--- config.mk ---
export PLATFORM = sky130hd
export DESIGN_NAME = iir_channel_scheduler
export DESIGN_NICKNAME = d
export VERILOG_FILES = /design/src/rtl/iir_channel_scheduler.sv
export SDC_FILE = /design/constraint.sdc
export NUM_CORES = 1
export LEC_CHECK = 0
export ABC_AREA = 1
export ABC_CLOCK_PERIOD_IN_PS = 2000
export BUFFER_PORTS_ARGS = -buffer_cell sky130_fd_sc_hd__buf_4
export CORE_ASPECT_RATIO = 0.75
export CORE_MARGIN = 8
export CORE_UTILIZATION = 47
export CTS_BUF_LIST = sky130_fd_sc_hd__clkbuf_8
export CTS_CLUSTER_SIZE = 25
export DETAILED_ROUTE_END_ITERATION = 10
export MAX_ROUTING_LAYER = met4
export PLACE_DENSITY = 0.79
export REMOVE_ABC_BUFFERS = 1
export SYNTH_ARGS = -nofsm -noshare
export SYNTH_HDL_FRONTEND = slang
export SYNTH_SLANG_ARGS = --single-unit
--- constraint.sdc ---
create_clock -name clk -period 2 [get_ports clk]
set_input_delay 0.2 -clock clk [delete_from_list [all_inputs] [get_ports clk]]
set_output_delay 0.2 -clock clk [all_outputs]
set_load 0.01 [all_outputs]
--- src/rtl/iir_channel_scheduler.sv ---
`default_nettype none
`timescale 1ns/1ps
// ---------------------------------------------------------------------------
// iir_channel_scheduler: round-robin TDM front end for a shared IIR datapath
// Rev 1.0
// ---------------------------------------------------------------------------
module iir_channel_scheduler #(
  parameter int NCH     = 4,
  parameter int DW      = 16,
  parameter int LATENCY = 1,
  localparam int CHW    = $clog2(NCH)
) (
  input  logic              clk,
  input  logic              reset,
  input  logic              en,
  input  logic [NCH-1:0]    in_valid,
  input  logic [NCH*DW-1:0] in_data,
  output logic [NCH-1:0]    in_ready,
  output logic [DW-1:0]     flt_x,
  output logic              flt_valid,
  output logic [CHW-1:0]    flt_ch,
  output logic              flt_clr,
  input  logic [DW-1:0]     flt_y,
  output logic [DW-1:0]     out_y,
  output logic [CHW-1:0]    out_ch,
  output logic              out_valid,
  output logic              idle
);

  localparam logic [1:0] c_idle  = 2'd0;
  localparam logic [1:0] c_clear = 2'd1;
  localparam logic [1:0] c_run   = 2'd2;
  localparam logic [1:0] c_drain = 2'd3;

  logic [1:0]     state_q, state_d;
  logic [CHW-1:0] ptr_q, ptr_d;
  logic [DW-1:0]  flt_x_q, flt_x_d;
  logic [CHW-1:0] flt_ch_q, flt_ch_d;
  logic           flt_valid_q, flt_valid_d;
  logic           flt_clr_q, flt_clr_d;
  logic [LATENCY-1:0] tag_v_q, tag_v_d;
  logic [CHW-1:0] tag_ch_q [LATENCY];
  logic [CHW-1:0] tag_ch_d [LATENCY];
  logic [DW-1:0]  out_y_q, out_y_d;
  logic [CHW-1:0] out_ch_q, out_ch_d;
  logic           out_valid_q, out_valid_d;

  logic           grant_found;
  logic [CHW-1:0] grant_idx;
  logic [CHW-1:0] cand;
  logic           handshake;
  logic           pipe_busy;

  // The issue register is the first of the LATENCY+1 in-flight stages.
  assign pipe_busy = flt_valid_q | (|tag_v_q);

  always_ff @(posedge clk or negedge reset) begin
    if (!reset) begin
      state_q <= c_idle;
    end else begin
      state_q <= state_d;
    end
  end

  always_comb begin
    state_d = state_q;
    case (state_q)
      c_idle:  if (en) state_d = c_clear;
      c_clear: state_d = c_run;
      c_run:   if (!en) state_d = c_drain;
      c_drain: if (!pipe_busy) state_d = c_idle;
      default: state_d = c_idle;
    endcase
  end

  always_comb begin
    in_ready  = '0;
    if ((state_q == c_run) && grant_found) begin
      in_ready[grant_idx] = 1'b1;
    end
    idle      = (state_q == c_idle) && !pipe_busy;
    flt_clr_d = (state_d == c_clear);
  end

  // Wrap-around search starting one past the last granted channel.
  always_comb begin
    grant_found = 1'b0;
    grant_idx   = '0;
    cand        = '0;
    for (int k = 1; k <= NCH; k++) begin
      cand = ptr_q + CHW'(k);
      if (!grant_found && in_valid[cand]) begin
        grant_found = 1'b1;
        grant_idx   = cand;
      end
    end
  end

  assign handshake = |in_ready;

  always_comb begin
    ptr_d       = handshake ? grant_idx : ptr_q;
    flt_valid_d = handshake;
    flt_x_d     = handshake ? in_data[grant_idx*DW +: DW] : flt_x_q;
    flt_ch_d    = handshake ? grant_idx : flt_ch_q;

    tag_v_d[0]  = flt_valid_q;
    tag_ch_d[0] = flt_ch_q;
    for (int i = 1; i < LATENCY; i++) begin
      tag_v_d[i]  = tag_v_q[i-1];
      tag_ch_d[i] = tag_ch_q[i-1];
    end

    out_valid_d = tag_v_q[LATENCY-1];
    out_y_d     = tag_v_q[LATENCY-1] ? flt_y : out_y_q;
    out_ch_d    = tag_v_q[LATENCY-1] ? tag_ch_q[LATENCY-1] : out_ch_q;
  end

  always_ff @(posedge clk or negedge reset) begin
    if (!reset) begin
      ptr_q       <= CHW'(NCH - 1);
      flt_x_q     <= '0;
      flt_ch_q    <= '0;
      flt_valid_q <= 1'b0;
      flt_clr_q   <= 1'b0;
      tag_v_q     <= '0;
      for (int i = 0; i < LATENCY; i++) begin
        tag_ch_q[i] <= '0;
      end
      out_y_q     <= '0;
      out_ch_q    <= '0;
      out_valid_q <= 1'b0;
    end else begin
      ptr_q       <= ptr_d;
      flt_x_q     <= flt_x_d;
      flt_ch_q    <= flt_ch_d;
      flt_valid_q <= flt_valid_d;
      flt_clr_q   <= flt_clr_d;
      tag_v_q     <= tag_v_d;
      for (int i = 0; i < LATENCY; i++) begin
        tag_ch_q[i] <= tag_ch_d[i];
      end
      out_y_q     <= out_y_d;
      out_ch_q    <= out_ch_d;
      out_valid_q <= out_valid_d;
    end
  end

  assign flt_x     = flt_x_q;
  assign flt_ch    = flt_ch_q;
  assign flt_valid = flt_valid_q;
  assign flt_clr   = flt_clr_q;
  assign out_y     = out_y_q;
  assign out_ch    = out_ch_q;
  assign out_valid = out_valid_q;

endmodule
`default_nettype wire

=== Word-level counts from Yosys, hierarchy flattened ===
Cells that the tools add are included.

* Register bits: 46
* Input port bits: 87
* Output and inout bits: 44
* Word-level logic and storage cells: 61

* Add/subtract/negate cells: 3
* Magnitude comparators: 6
* Eq/ne operators: 4
* Shift operators: 1
* Multiplexer cells: 23
* Bitwise logic cells: 1
* Reductions and logical operators: 12

{| class="wikitable"
|+ Operators with widths
! kind !! number
|-
| 64-bit by 7-bit variable part select with 16-bit output || 1
|-
| 2-bit by 3-bit less-than comparator with 1-bit output, second input constant || 5
|-
| 2-bit 2-to-1 mux || 7
|-
| 1-bit 2-to-1 mux || 9
|-
| 1-bit binary-select mux with 2-bit select || 4
|-
| 2-bit one-hot mux with 4 select lines || 1
|-
| 1-bit logical AND || 6
|-
| 2-bit adder, second input constant || 2
|-
| 2-bit by 1-bit == test with 1-bit output, second input constant || 2
|-
| 2-bit == test, second input constant || 2
|-
| 1-bit zero test || 4
|-
| 4-bit 2-to-1 mux || 1
|-
| 4-bit OR reduction || 1
|-
| 2-bit by 1-bit adder with 2-bit output, second input constant || 1
|-
| 1-bit demux with 2-bit select || 1
|-
| 2-bit by 1-bit greater-or-equal comparator with 1-bit output, second input constant || 1
|-
| 2-bit zero test || 1
|-
| 1-bit bitwise OR || 1
|}

=== Depth between registers and ports, before layout ===
Gate-level depths: netlist of run 1.

* Depth after elaboration: 19
* Mapped depth: 16
* Mapped depth without buffers: 15

=== Least setup slack after synthesis of run 1 ===
Ideal clock, no wire load.

* Path type: flip-flop to output port
* Start point: reg ptr_q[0]
* End point: out in_ready[1]
* Arrival time: 1.767 ns
* Data required time: 1.800 ns
* Setup slack: 0.033 ns
* Cell stages (with the launch flop): 14
* Buffers on the path: 1
* Cell sequence: dfstp_2 -> inv_2 -> nand2_1 -> nand2_1 -> nand2_1 -> nand2_2 -> nor2_2 -> nand3_2 -> nand2_2 -> nand2_4 -> buf_6 -> inv_2 -> nand2_1 -> nor2_1

* Word-level cells in the longest chain between the ends: 18
* Elaborated cells between the ends (all ways): 32
* Those cells by class: add/sub: 3; order compare: 2; mux: 19; reduce/logical: 8

{| class="wikitable"
|+ Ends and longest elaborated chain
! item !! RTL line !! source
|-
| from (decl) || 36 || <nowiki>logic [CHW-1:0] ptr_q, ptr_d;</nowiki>
|-
| from (signal assigned) || 121 || <nowiki>ptr_q <= CHW'(NCH - 1);</nowiki>
|-
| from (signal assigned) || 134 || <nowiki>ptr_q <= ptr_d;</nowiki>
|-
| 2-bit by 1-bit adder with 2-bit output || 91 || <nowiki>cand = ptr_q + CHW'(k);</nowiki>
|-
| 1-bit binary-select mux with 2-bit select || 92 || <nowiki>if (!grant_found && in_valid[cand]) begin</nowiki>
|-
| 1-bit 2-to-1 mux (not written as such) || 92 ||
|-
| 1-bit 2-to-1 mux || 92 ||
|-
| 1-bit zero test || 92 ||
|-
| 1-bit logical AND || 92 ||
|-
| 1-bit 2-to-1 mux || 92 ||
|-
| 1-bit zero test || 92 ||
|-
| (+2 left out) || -- ||
|-
| 1-bit zero test || 92 ||
|-
| 1-bit logical AND || 92 ||
|-
| 2-bit 2-to-1 mux || 92 ||
|-
| 2-bit by 3-bit less-than comparator with 1-bit output (not written as such) or 2-bit by 1-bit greater-or-equal comparator with 1-bit output (tied branches) || 79 || <nowiki>in_ready[grant_idx] = 1'b1;</nowiki>
|-
| 1-bit logical AND (not written as such) || 79 ||
|-
| 1-bit 2-to-1 mux (not written as such) || 79 ||
|-
| 1-bit demux with 2-bit select || 79 ||
|-
| 4-bit 2-to-1 mux (*) || 78 || <nowiki>if ((state_q == c_run) && grant_found) begin</nowiki>
|-
| to (decl) || 18 || <nowiki>output logic [NCH-1:0] in_ready,</nowiki>
|}

Every way passes the cells marked *; elsewhere a longest branch is shown, timed or not. The select of a mux whose other input is x is not followed.

=== Worst setup path after layout of run 1 ===
* Start point: reg ptr_q[0]
* End point: out in_ready[2]

The elaborated chain is that of the path after synthesis.

==> results of run 1 <==
==> power breakdown <==
part / switching, W / internal [W] / total (W) / leakage (nW)
registers: 0.000298 / 0.00142 / 0.00172 / 0.557
clock network: 0.000329 / 0.000368 / 0.000697 / 0.0556
logic: 0.00376 / 0.00302 / 0.00678 / 1.71
==> metal layers <==
| metal | up-vias | part of all wire | global-route usage |
|---|---|---|---|
| met5 | - | 0 | - |
| li1 | 1410 | - | - |
| met2 | 179 | 0.50 | 0.3961 |
| met1 | 1406 | 0.40 | 0.2765 |
| met3 | 28 | 0.082 | 0.05699 |
| met4 | 0 | 0.027 | 0.07111 |
==> final cells by class <==
| class | count | area [um2] |
|---|---|---|
| Multi-Input combinational cell | 277 | 1398 |
| Timing Repair Buffer | 161 | 1334 |
| Fill cell | 373 | 1179 |
| Sequential cell | 46 | 1154 |
| Tap cell | 75 | 93.84 |
| Clock buffer | 5 | 68.82 |
| Inverter | 13 | 56.30 |
| Clock inverter | 3 | 41.29 |
==> state kept, by name (all words and copies together) (netlist names), 2 cells and up <==
signal    cells
flt_ch        2
flt_x        16
out_ch        2
out_y        16
ptr_q         2
state_q       2
tag_ch_q      2
==> cells by family after synthesis <==
group / count (synthesis) / synth area share
AOI/OAI and AO/OA: 7 / 0.01642
and+or+nand+nor: 252 / 0.3959
DFF: 46 / 0.4452
muxes: 18 / 0.07822
buffers and inverters: 30 / 0.06422
==> worst max-delay path: stages, from the launching register on <==
cell and delay (ps):
dfstp_2 650, inv_4 90, nand2_1 110, nand2_2 90, nand2_4 90, nand2_4 90, nor2_4 140, nand3_4 120
nor2_4 130, nor2_4 60, inv_4 70, nand2_2 60, nor2_2 90, buf_4 120
==> through the flow <==
stage                     std cells    util  total power [W]  hold WS (ps)  area (um2)
after floorplan                 336       -         0.004780        -95.59        2476
after CTS                       578  0.7619         0.008646         123.9        4056
final                           580  0.7786         0.009195         127.4        4145
after global routing            580  0.7786         0.009866         95.73        4145
after detailed placement        555  0.6905         0.007012         240.5        3676
after global placement          555  0.6905         0.006847         246.0        3676
==> timing repair <==
item                                    CTS  global route
hold endpoints to repair                 44             0
resized for setup                        34            20
cloned                                    2             1
endpoints found under the setup margin   23            24
pin swaps                                12             5
hold buffers                              1             0
buffers inserted                         12             1
==> final timing paths <==
check,end
setup / recovery,in_ready[2]
hold / removal,out_y[2]
setup reg to reg,flt_x[3]
hold reg to reg,tag_ch_q[1]
max in group asynchronous,flt_x[14]
min in group asynchronous,out_y[2]
==> synth_stat cells, drive strengths merged <==
cell | count | area share
dfstp | 2 | 0.020
nor2 | 13 | 0.024
inv | 13 | 0.020
nand3b | 1 | 0.0029
nor3 | 1 | 0.0019
clkbuf | 2 | 0.0029
o21ai | 3 | 0.0058
mux2 | 18 | 0.078
a21oi | 2 | 0.0039
dfrtp | 44 | 0.42
a221o | 1 | 0.0039
nand2 | 201 | 0.30
nand3 | 36 | 0.071
buf | 15 | 0.042
a21boi | 1 | 0.0029
==> out/results.txt, run 1 <==
The run finished, with violations left. The checks that failed: negative setup slack. The net total in the final layout was 591; the average instance area after synthesis was 7.341 um2.

The via count of the routed design came out at 3023. Setup repair after global routing could not meet its margin everywhere. In the final routed layout, each cell accounts on average for 17.12 um.

The total inserted antenna cells is 0, and the via count of the first global-routing pass is 3022. The run gives 0 as the total grt overflow. For the final database, setup skew stands at 14.46 ps. The path class of the tightest hold or removal check is input port to flip-flop. The via-per-instance ratio works out to 5.212. Clock latency on the worst-skew pair, taken at its later pin, is 300 ps. In this run the clock root is driven by a clkbuf_8. For this design the static power due to leakage is 2.327 nW. The total track usage is 0.2369, and the shortest period the worst path allows is 2412 ps. Routability-driven placement finished with a final weighted congestion of 0.9607. The top cell types in the final layout, fill and taps aside, are 179 x nand2_1, 148 x buf_4, 44 x dfrtp_1. For the initial antenna violation count, the log shows 0. Pin count of the biggest net entering global routing: 47.

The count of clock tree sinks is 46, and the arrival time of data at the critical path endpoint is 2210 ps. Max-cap violations in this run came to 0. The total setup violations reported at the end of the flow was 23.

The tools report the top-level I/O count as 131. TritonCTS built the clock tree. The mapped netlist covers 2591 um2. The kind of capture point of the worst setup path was a primary output.

The area growth from synthesis to layout is 59.97%. The number of buffers inserted by port buffering came out at 130. Based on the critical path, the design can be clocked at up to 0.4145 GHz. Final number of hold-violating endpoints: 0. The length of the first detailed-routing pass in iterations came out at 5. In this run the worst setup path begins at ptr_q[0]. The Yosys step of the flow raised 0 warnings.

Along the worst path, the maximum fanout reaches 8. The number of CTS-inserted buffers was 5; the worst max-slew margin expressed relative to the limit was 0.6062. At the worst endpoint, the required time is 1800 ps.

The share of the clock period used by the worst path after layout was 1.206. The unique cell type count in the Yosys netlist was 24; the synthesized instance count was 353. In this run, the number of DRC markers left after iteration 0 of detailed routing was 230. The floorplan step defined a die boundary enclosing 8170 um2. The die is 80.31 um tall. The first global-routing pass estimated 14.76 mm of wire. The total routed wirelength is 9.929 mm, and the detailed-route DRC error count is 0.

The clock passes through at most 2 buffers. The clock tree synthesis step divided the H-tree into 2 levels. The depth of the worst hold-timing path was 2; the width of the die was 101.7 um. VDD sags by at most 1.043 mV.

The worst hold path begins at flt_y[2]. The share of post-route cells with drive strength above 1 was 0.4515; the clock transition at the registers of the reported paths was 100 ps. The run gives 0 as the final number of max-transition violations. The library cell used most frequently in the layout, excluding fill and tap cells, is nand2_1.

The setup check on the worst reg-to-reg path leaves a slack of -310 ps. The final setup slack of the worst path came out at -412.5 ps. Setup total negative slack on the finished layout was measured at -6351 ps. STA classifies the critical path startpoint as a flip-flop. In this run the critical register-to-register path is launched from ptr_q[0].

The total power divided by cell area is 2218 nW/um2. The worst slack at placement came out at -151.0 ps. Counting flops and latches in the post-synthesis netlist gives 46. Detailed placement ended at an HPWL of 6.391 mm.

The floorplan step defined a core boundary enclosing 5324 um2. The tools report the initial cell density of the core as 0.4867. The critical path in this run is classified as flip-flop to primary output.

The transition time at the pin with the least slew margin came out at 590.7 ps. The count of nets left with antenna violations once routing finished came out at 0. The part of the Yosys area used for sequential elements is 0.4452, and the worst reg-to-reg path cell count is 16. The initialized floorplan defines 23 standard-cell rows.
Power figures use the tool's default switching activity.
==> inputs of run 2 (changes only) <==
- ABC_AREA: 1 -> not set
- CORE_UTILIZATION: 47 -> 45
==> run 2 against run 1 <==
The flow now finishes without violations; die area decreased by 6.9%; register-to-register slack improved by 480 ps; first-iteration DRC count is 64% lower; non-clock buffer count fell by 18; routed wire length is 33% lower; critical path type unchanged; critical endpoint is now in_ready[0].
==> out/results.txt, run 2 <==
The flow ran to the end, and the final reports show no timing, DRC or antenna violations. The logs give 0.001888 W (-57%) for the total net switching power and 0.003430 W (-29%) for the internal power of the cells. Count of state elements after synthesis: 46 (unchanged). The critical path is of the flip-flop to primary output type.

The run gives 1750 ps (-460 ps) as the arrival time of data at the critical path endpoint. Worst ir drop on vdd: 0.7939 mV (-24%). The required time at the worst-slack endpoint was 1800 ps (about the same); the reg-to-reg setup timing slack was 170 ps (+480 ps). The count of warnings emitted by yosys was 0 (unchanged). The cell area after synthesis was 2272 um2 (-12%); the vertical extent of the die was 77.54 um (-3.4%).

The number of buffers inserted by port buffering works out to 130 (unchanged). The share of post-route cells with drive strength above 1 came out at 0.5949 (+0.1435). The run gives 32 (+33%) as the unique cell type count in the Yosys netlist. The dominant cell by count in the synthesized netlist is dfrtp_1.

The logs give 10.66 mm (-28%) for the global-route wire length before repair and 0.154 (+0.078) for the proportion of power drawn by the clock network. The tools report the total power draw as 0.005318 W (-42%). The area share of the largest cell type after synthesis came out at 0.4846 (+0.05967). The worst flop-to-flop path startpoint is ptr_q[1]. The core occupancy in the finished layout was 0.7291 (-0.04954). The count of clock tree sinks came out at 46 (unchanged). The total power divided by cell area was 1497 nW/um2 (-33%). The worst-case hold path end point is out_y[14]. Compared with the post-synthesis result, the final layout area differs by 56.33%. The maximum single-stage delay on the critical path was 600 ps (-50 ps); the setup TNS was 0 ps (+6351 ps). The shortest period the worst path allows works out to 1950 ps (-462.9 ps). The number of nets with antenna violations after routing is 0 (unchanged). The run gives 1.777 nW (-24%) as the static leakage. The worst setup path is captured at a primary output. The worst reg-to-reg path cell count is 6 (-10), and the total track usage is 0.1781 (-0.05881). The maximum number of buffers from clock root to sink was 2 (unchanged); the final number of hold-violating endpoints was 0 (unchanged).

The path type of the worst min-delay path is input port to flip-flop. The tools report the area of all placed cells without fillers as 3552 um2 (-14%). The top cell types in the final layout, fill and taps aside, are 138 x buf_4, 44 x dfrtp_1, 33 x mux2i_1. The share of the clock period used by the worst path after layout was 0.9748 (-0.2314).

The via count of the routed design is 1938 (-36%). Average instance area after synthesis: 12.98 um2 (+77%). The initial antenna violation count is 0 (unchanged). The tools report the final weighted congestion of routability-driven global placement as 0.6904 (-28%). The maximum fanout count along the critical path is 7 (-1). On the critical path, the stage with the largest delay is an instance of dfstp_2. Floorplan die area: 7603 um2 (-6.9%). The depth of the worst hold-timing path came out at 2 (unchanged).

The half-perimeter wire length after placement came out at 5.074 mm (-21%). Of all cell types, the one taking the most synthesized area is dfrtp_1. Proportion of register bits with asynchronous set or reset after synthesis: 1.000 (unchanged). The cell sitting at the root of the clock tree is a clkbuf_8.

The synthesized instance count is 175 (-50%). The total setup violations reported at the end of the flow came out at 0 (-100%). After synthesis, the most frequently instantiated cells are 44 x dfrtp_1, 33 x mux2i_1, 23 x nand2_1, 18 x mux2_2.

The transition time at the pin with the least slew margin works out to 821.8 ps (+231.1 ps). In the post-synthesis netlist, the biggest area contributors are dfrtp_1 48%, mux2i_1 15%, mux2_2 8.9%, o221ai_2 5.3%, nand2_1 3.8%. The logs give 0.04189 (-0.01511) for the routing usage on met3 and 0.510 (-0.227) for the part of the power in combinational logic.

The run gives 3291 um2 (-10%) as the post-detailed-placement cell area. The count of standard-cell rows is 22 (-4.3%), and the total inserted antenna cells is 0 (unchanged). The most common cell after layout, fill and taps aside is buf_4.

The run gives 0.5129 GHz (+24%) as the top achievable clock speed. The clock insertion delay at the later pin of the skew report was 300 ps (about the same). The via count of the first global-routing pass was 2131 (-29%). Level count of the clock H-tree: 2 (unchanged).

The global-route met2 utilization came out at 0.2879 (-0.1082). The tools report the length of the first detailed-routing pass in iterations as 4 (-1). In this run the worst setup path begins at ptr_q[1]. TritonCTS built the clock tree.

The worst register-to-register path ends at flt_x[2]. The run gives 0.4522 (-0.1541) as the worst max-slew margin expressed relative to the limit. The tools report the top-level I/O count as 131 (unchanged).

Width of the die: 98.05 um (-3.6%). The global routing usage on met1 came out at 0.2194 (-0.05712). The dominant synthesized flop cell was dfrtp_1.

The final worst hold slack was 122.0 ps (-5.437 ps); the net total in the final layout was 402 (-32%). The via-per-instance ratio works out to 5.154 (-1.1%). The worst hold path begins at flt_y[14]. The run gives 11.87 ps (-2.594 ps) as the final clock skew.

The sequential fraction of design power is 0.335 (+0.148). The number of enable-type register cells in the synthesized netlist works out to 0 (unchanged). The initial cell density of the core is 0.4664 (-0.02036). The logs give 0.5077 (+0.06251) for the part of the Yosys area used for sequential elements and 82 (-64%) for the detailed router's first-iteration violation count.

The number of CTS-inserted buffers was 5 (unchanged); the total grt overflow was 0 (unchanged). Element type at the critical path start: a flip-flop. The cell that appears most often on the critical path is buf_6. The total routed wirelength is 6.657 mm (-33%), and the switching part of the total power is 0.3550 (-0.1215).

The wire length per cell after detailed routing was 17.70 um (+3.4%). The detailed-route DRC error count came out at 0 (unchanged). The pin count of the biggest net entering global routing was 47 (unchanged); the core footprint was 4872 um2 (-8.5%). Layer with the highest usage after global routing: met2. The clock transition at the registers of the reported paths came out at 90 ps (about the same). Setup repair after global routing could not meet its margin everywhere.

The run gives 0 (unchanged) as the final number of max-transition violations. The max-capacitance violation count came out at 0 (unchanged). The signal on the critical path passes through a21o_1, a31oi_4, buf_12, buf_6, nor3_4, buf_6.
run 2: kinds of logic (layout without fill, tap and decap cells):
group / Yosys count / count (layout) / share of synthesized area
buffers and inverters: 11 / 152 / 0.04240
DFF: 46 / 46 / 0.5077
and+or+nand+nor: 41 / 41 / 0.09362
muxes: 51 / 51 / 0.2346
AOI/OAI and AO/OA: 26 / 26 / 0.1217
run 2: what timing repair did:
| action | CTS | global route |
|---|---|---|
| setup endpoints to repair | 4 | 3 |
| pin swaps | 2 | 5 |
| hold buffers | 1 | 0 |
| gates cloned | 1 | 0 |
| buffers inserted | 2 | 5 |
| endpoints found under the hold margin | 44 | 0 |
| resized for setup | 0 | 6 |
run 2: worst max-delay path by stage:
stage                        endpoint  slack, ps
after global routing      in_ready[0]        -30
after global placement    in_ready[3]        280
after detailed placement    flt_x[13]        210
final                     in_ready[0]         50
after CTS                 in_ready[2]          7
after floorplan           in_ready[2]      -2200
run 2: power groups by stage:
stage	clock network, W	logic [W]	registers, W
global route	0.000872	0.00292	0.00185
CTS	0.000835	0.00265	0.00178
finish	0.000820	0.00271	0.00178
floorplan	0	0.00128	0.00190
detailed placement	0	0.00255	0.00179
global placement	0	0.00251	0.00176
run 2: per-layer routing:
metal,up-vias,share of wire
li1,929,-
met2,71,0.48
met5,-,0
met1,933,0.46
met4,0,0.0072
met3,5,0.053
run 2: per-stage QoR:
stage	setup slack, ps	cells
detailed placement	214.1	359
global placement	279.5	359
CTS	6.616	371
global route	-30.91	376
floorplan	-2199	165
finish	50.40	376
run 2: layout make-up:
cell class                      instances  area, um2
Multi-Input combinational cell        118       1059
Fill cell                             357       1320
Clock buffer                            5      68.82
Sequential cell                        46       1154
Tap cell                               60      75.07
Clock inverter                          3      68.82
Inverter                                1      6.256
Timing Repair Buffer                  143       1121
run 2: worst max-delay path: cells and delay by family, from the launching register on:
kind / cells / cell delay [ps]
compound gates: 2 / 290
buf+inv: 3 / 390
flops: 1 / 600
simple gates: 1 / 170
==> inputs of run 3 (changes only) <==
- CORE_ASPECT_RATIO: 0.75 -> 0.5
==> run 3 against run 2 <==
The flow now finishes with violations (negative setup slack); non-clock buffer count fell by 1; total power fell by 2.9%; critical path depth did not move; clock power fell by 28%; maximum frequency fell by 4.1%.
==> out/results.txt, run 3 (synthesis results as in run 2) <==
The total grt overflow was 0 (unchanged); the number of buffers inserted by port buffering was 130 (unchanged). The final number of max-transition violations was 0 (unchanged); the vertical extent of the die was 66.25 um (-15%). Most common cell after layout, fill and taps aside: buf_4. STA classifies the critical path endpoint as a primary output. The shortest period the worst path allows was 2032 ps (+82.88 ps).

The tools report the core footprint as 4887 um2 (+0.31%). Clock tree synthesis selected as its root buffer the cell clkbuf_8. The via count of the routed design was 1985 (+2.4%); the total routed wirelength was 6.976 mm (+4.8%).

The tools report the total track usage as 0.1778 (-0.0003232). The area added between synthesis and finish was 55.89%. Most numerous cell on the critical path: buf_6. The via-per-instance ratio works out to 5.156 (about the same). The origin of the worst min-delay path was flt_y[13]. The maximum number of buffers from clock root to sink was 2 (unchanged).

The checks that failed: negative setup slack. The tools report the count of clock tree sinks as 46 (unchanged). The level count of the clock H-tree is 2 (unchanged). The run gives 1.761 nW (-0.88%) as the static leakage.

The slowest stage of the critical path belongs to the cell dfstp_2. In this run the critical register-to-register path is launched from ptr_q[1]. The floorplan die area was 7717 um2 (+1.5%); the flip-flop and latch area was 1154 um2 (unchanged). The top-level I/O count was 131 (unchanged); the share of post-route cells with drive strength above 1 was 0.6095 (+0.01459). The worst max-slew margin expressed relative to the limit is 0.4697 (+0.01753). The post-detailed-placement cell area was 3308 um2 (+0.53%); the top achievable clock speed was 0.4920 GHz (-4.1%). The core occupancy in the finished layout is 0.7248 (-0.004288), and the global-route wire length before repair is 10.43 mm (-2.1%). The run gives 47 (unchanged) as the pin count of the biggest net entering global routing. The initial antenna violation count is 0 (unchanged). Grouping stages by cell kind, the critical path spends the most delay in flip-flops.

The final instance count without filler cells is 385 (+2.4%). The wire length per cell after detailed routing came out at 18.12 um (+2.3%). The worst ir drop on vdd came out at 0.6280 mV (-21%).

The total power divided by cell area is 1457 nW/um2 (-2.6%). The tools report the final setup slack of the worst path as -32.48 ps (-82.88 ps). The total setup violations reported at the end of the flow is 1 (+1).

The run gives 368 (+2.5%) as the number of placed cells counting well taps. The maximum single-stage delay on the critical path was 600 ps (about the same); the final weighted congestion of routability-driven global placement was 0.8130 (+18%). The number of CTS-inserted buffers came out at 5 (unchanged). Path type of the worst min-delay path: input port to flip-flop.

Clock transition at the registers of the reported paths: 80 ps (about the same). The number of fillers in the final layout came out at 352 (-1.4%). The initial cell density of the core was 0.4649 (-0.001433). The count of standard-cell rows is 18 (-18%). The critical path goes through nand3b_1, a31oi_4, buf_6, buf_12, nor3_4, buf_6.

The logs give 401 (-0.25%) for the net total in the final layout and 0 (unchanged) for the final number of hold-violating endpoints. The tools report the detailed router's first-iteration violation count as 56 (-32%). The required time at the worst-slack endpoint is 1800 ps (about the same), and the number of nets with antenna violations after routing is 0 (unchanged). The final clock skew came out at 5.499 ps (-6.371 ps). The beginning of the critical path is ptr_q[0]. For the half-perimeter wire length after placement, the log shows 5.087 mm (+0.26%). The detailed-route DRC error count was 0 (unchanged). Setup repair after global routing could not meet its margin everywhere. Share of the clock period used by the worst path after layout: 1.016 (+0.04144).

For the length of the first detailed-routing pass in iterations, the log shows 4 (unchanged). The run finished, with violations left. The logs give 300 ps (about the same) for the clock insertion delay at the later pin of the skew report and 2139 (+0.38%) for the via count of the first global-routing pass. The top cell types in the final layout, fill and taps aside, are 135 x buf_4, 44 x dfrtp_1, 33 x mux2i_1.

The max-capacitance violation count came out at 0 (unchanged). The run gives 3542 um2 (-0.28%) as the area of all placed cells without fillers. The logs give 0 (unchanged) for the total inserted antenna cells and 1830 ps (+80 ps) for the arrival time of data at the critical path endpoint. The width of the die works out to 116.5 um (+19%). Element type at the critical path start: a flip-flop.

The maximum fanout count along the critical path was 5 (-2); the transition time at the pin with the least slew margin was 795.5 ps (-26.30 ps). For the setup TNS, the log shows -32.48 ps (-32.48 ps). The area of the multi-input gates was 1082 um2 (+2.2%); the buffers plus inverters on the worst setup path was 3 (unchanged). The type of the setup path with the least slack is flip-flop to primary output.

TritonCTS built the clock tree.
## run 3: changes by cell type in the layout (fill, tap and decap cells not counted), moves of 2 or more
cell	delta
buf_12	+2
nand2_1	-2
bufinv_16	-2
buf_4	-3
## run 3: repair_timing
| action | 4_1_cts | 5_1_grt |
|---|---|---|
| hold endpoints to repair | 44 | 0 |
| hold buffers | 1 | 0 |
| gates resized for setup | 3 | 11 |
| setup endpoints to repair | 4 | 4 |
| pin swaps | 2 | 8 |
| setup buffers | 2 | 6 |
## run 3: metrics by stage
stage          power (W)  hold slack (ps)  worst slack [ps]
3_5_place_dp    0.004362            233.3             190.1
4_1_cts         0.005018            113.4             3.987
2_1_floorplan   0.003182           -95.59             -2199
5_1_grt         0.005488            105.4            -111.0
6_report        0.005163            122.9            -32.48
3_3_place_gp    0.004270            229.0             297.4
## run 3: path summary, 6_finish.rpt
kind                                to  slack [ps]  cells after the start
setup / recovery           in_ready[0]         -30                      6
hold / removal               out_y[13]         120                      2
setup reg to reg             flt_x[10]          50                      6
hold reg to reg            tag_ch_q[0]         420                      0
max in group asynchronous    flt_ch[0]        1130                      2
min in group asynchronous    flt_x[11]         450                      2
## run 3: per-layer routing
layer / global-route usage / routed length [um] / vias up
li1: - / - / 921
met1: 0.1838 / 2573 / 988
met2: 0.3252 / 3927 / 62
met3: 0.03825 / 328 / 14
met4: 0.07520 / 146 / 0
met5: - / 0 / -
## run 3: final cells by class
cell class              count  area share
clock buffers               6     0.02331
clock inverters             2    0.003532
inverters                   1    0.001766
multi-input cells         118      0.3055
flip-flops and latches     46      0.3257
well taps                  70     0.02473
repair buffers            142      0.3154
## run 3: power by group
| group | internal [W] | switching (W) | leakage [nW] | total (W) |
|---|---|---|---|---|
| Clock | 0.000280 | 0.000310 | 0.0530 | 0.000591 |
| Sequential | 0.00141 | 0.000368 | 0.549 | 0.00178 |
| Combinational | 0.00152 | 0.00127 | 1.16 | 0.00279 |
| Total | 0.00321 | 0.00195 | 1.76 | 0.00516 |
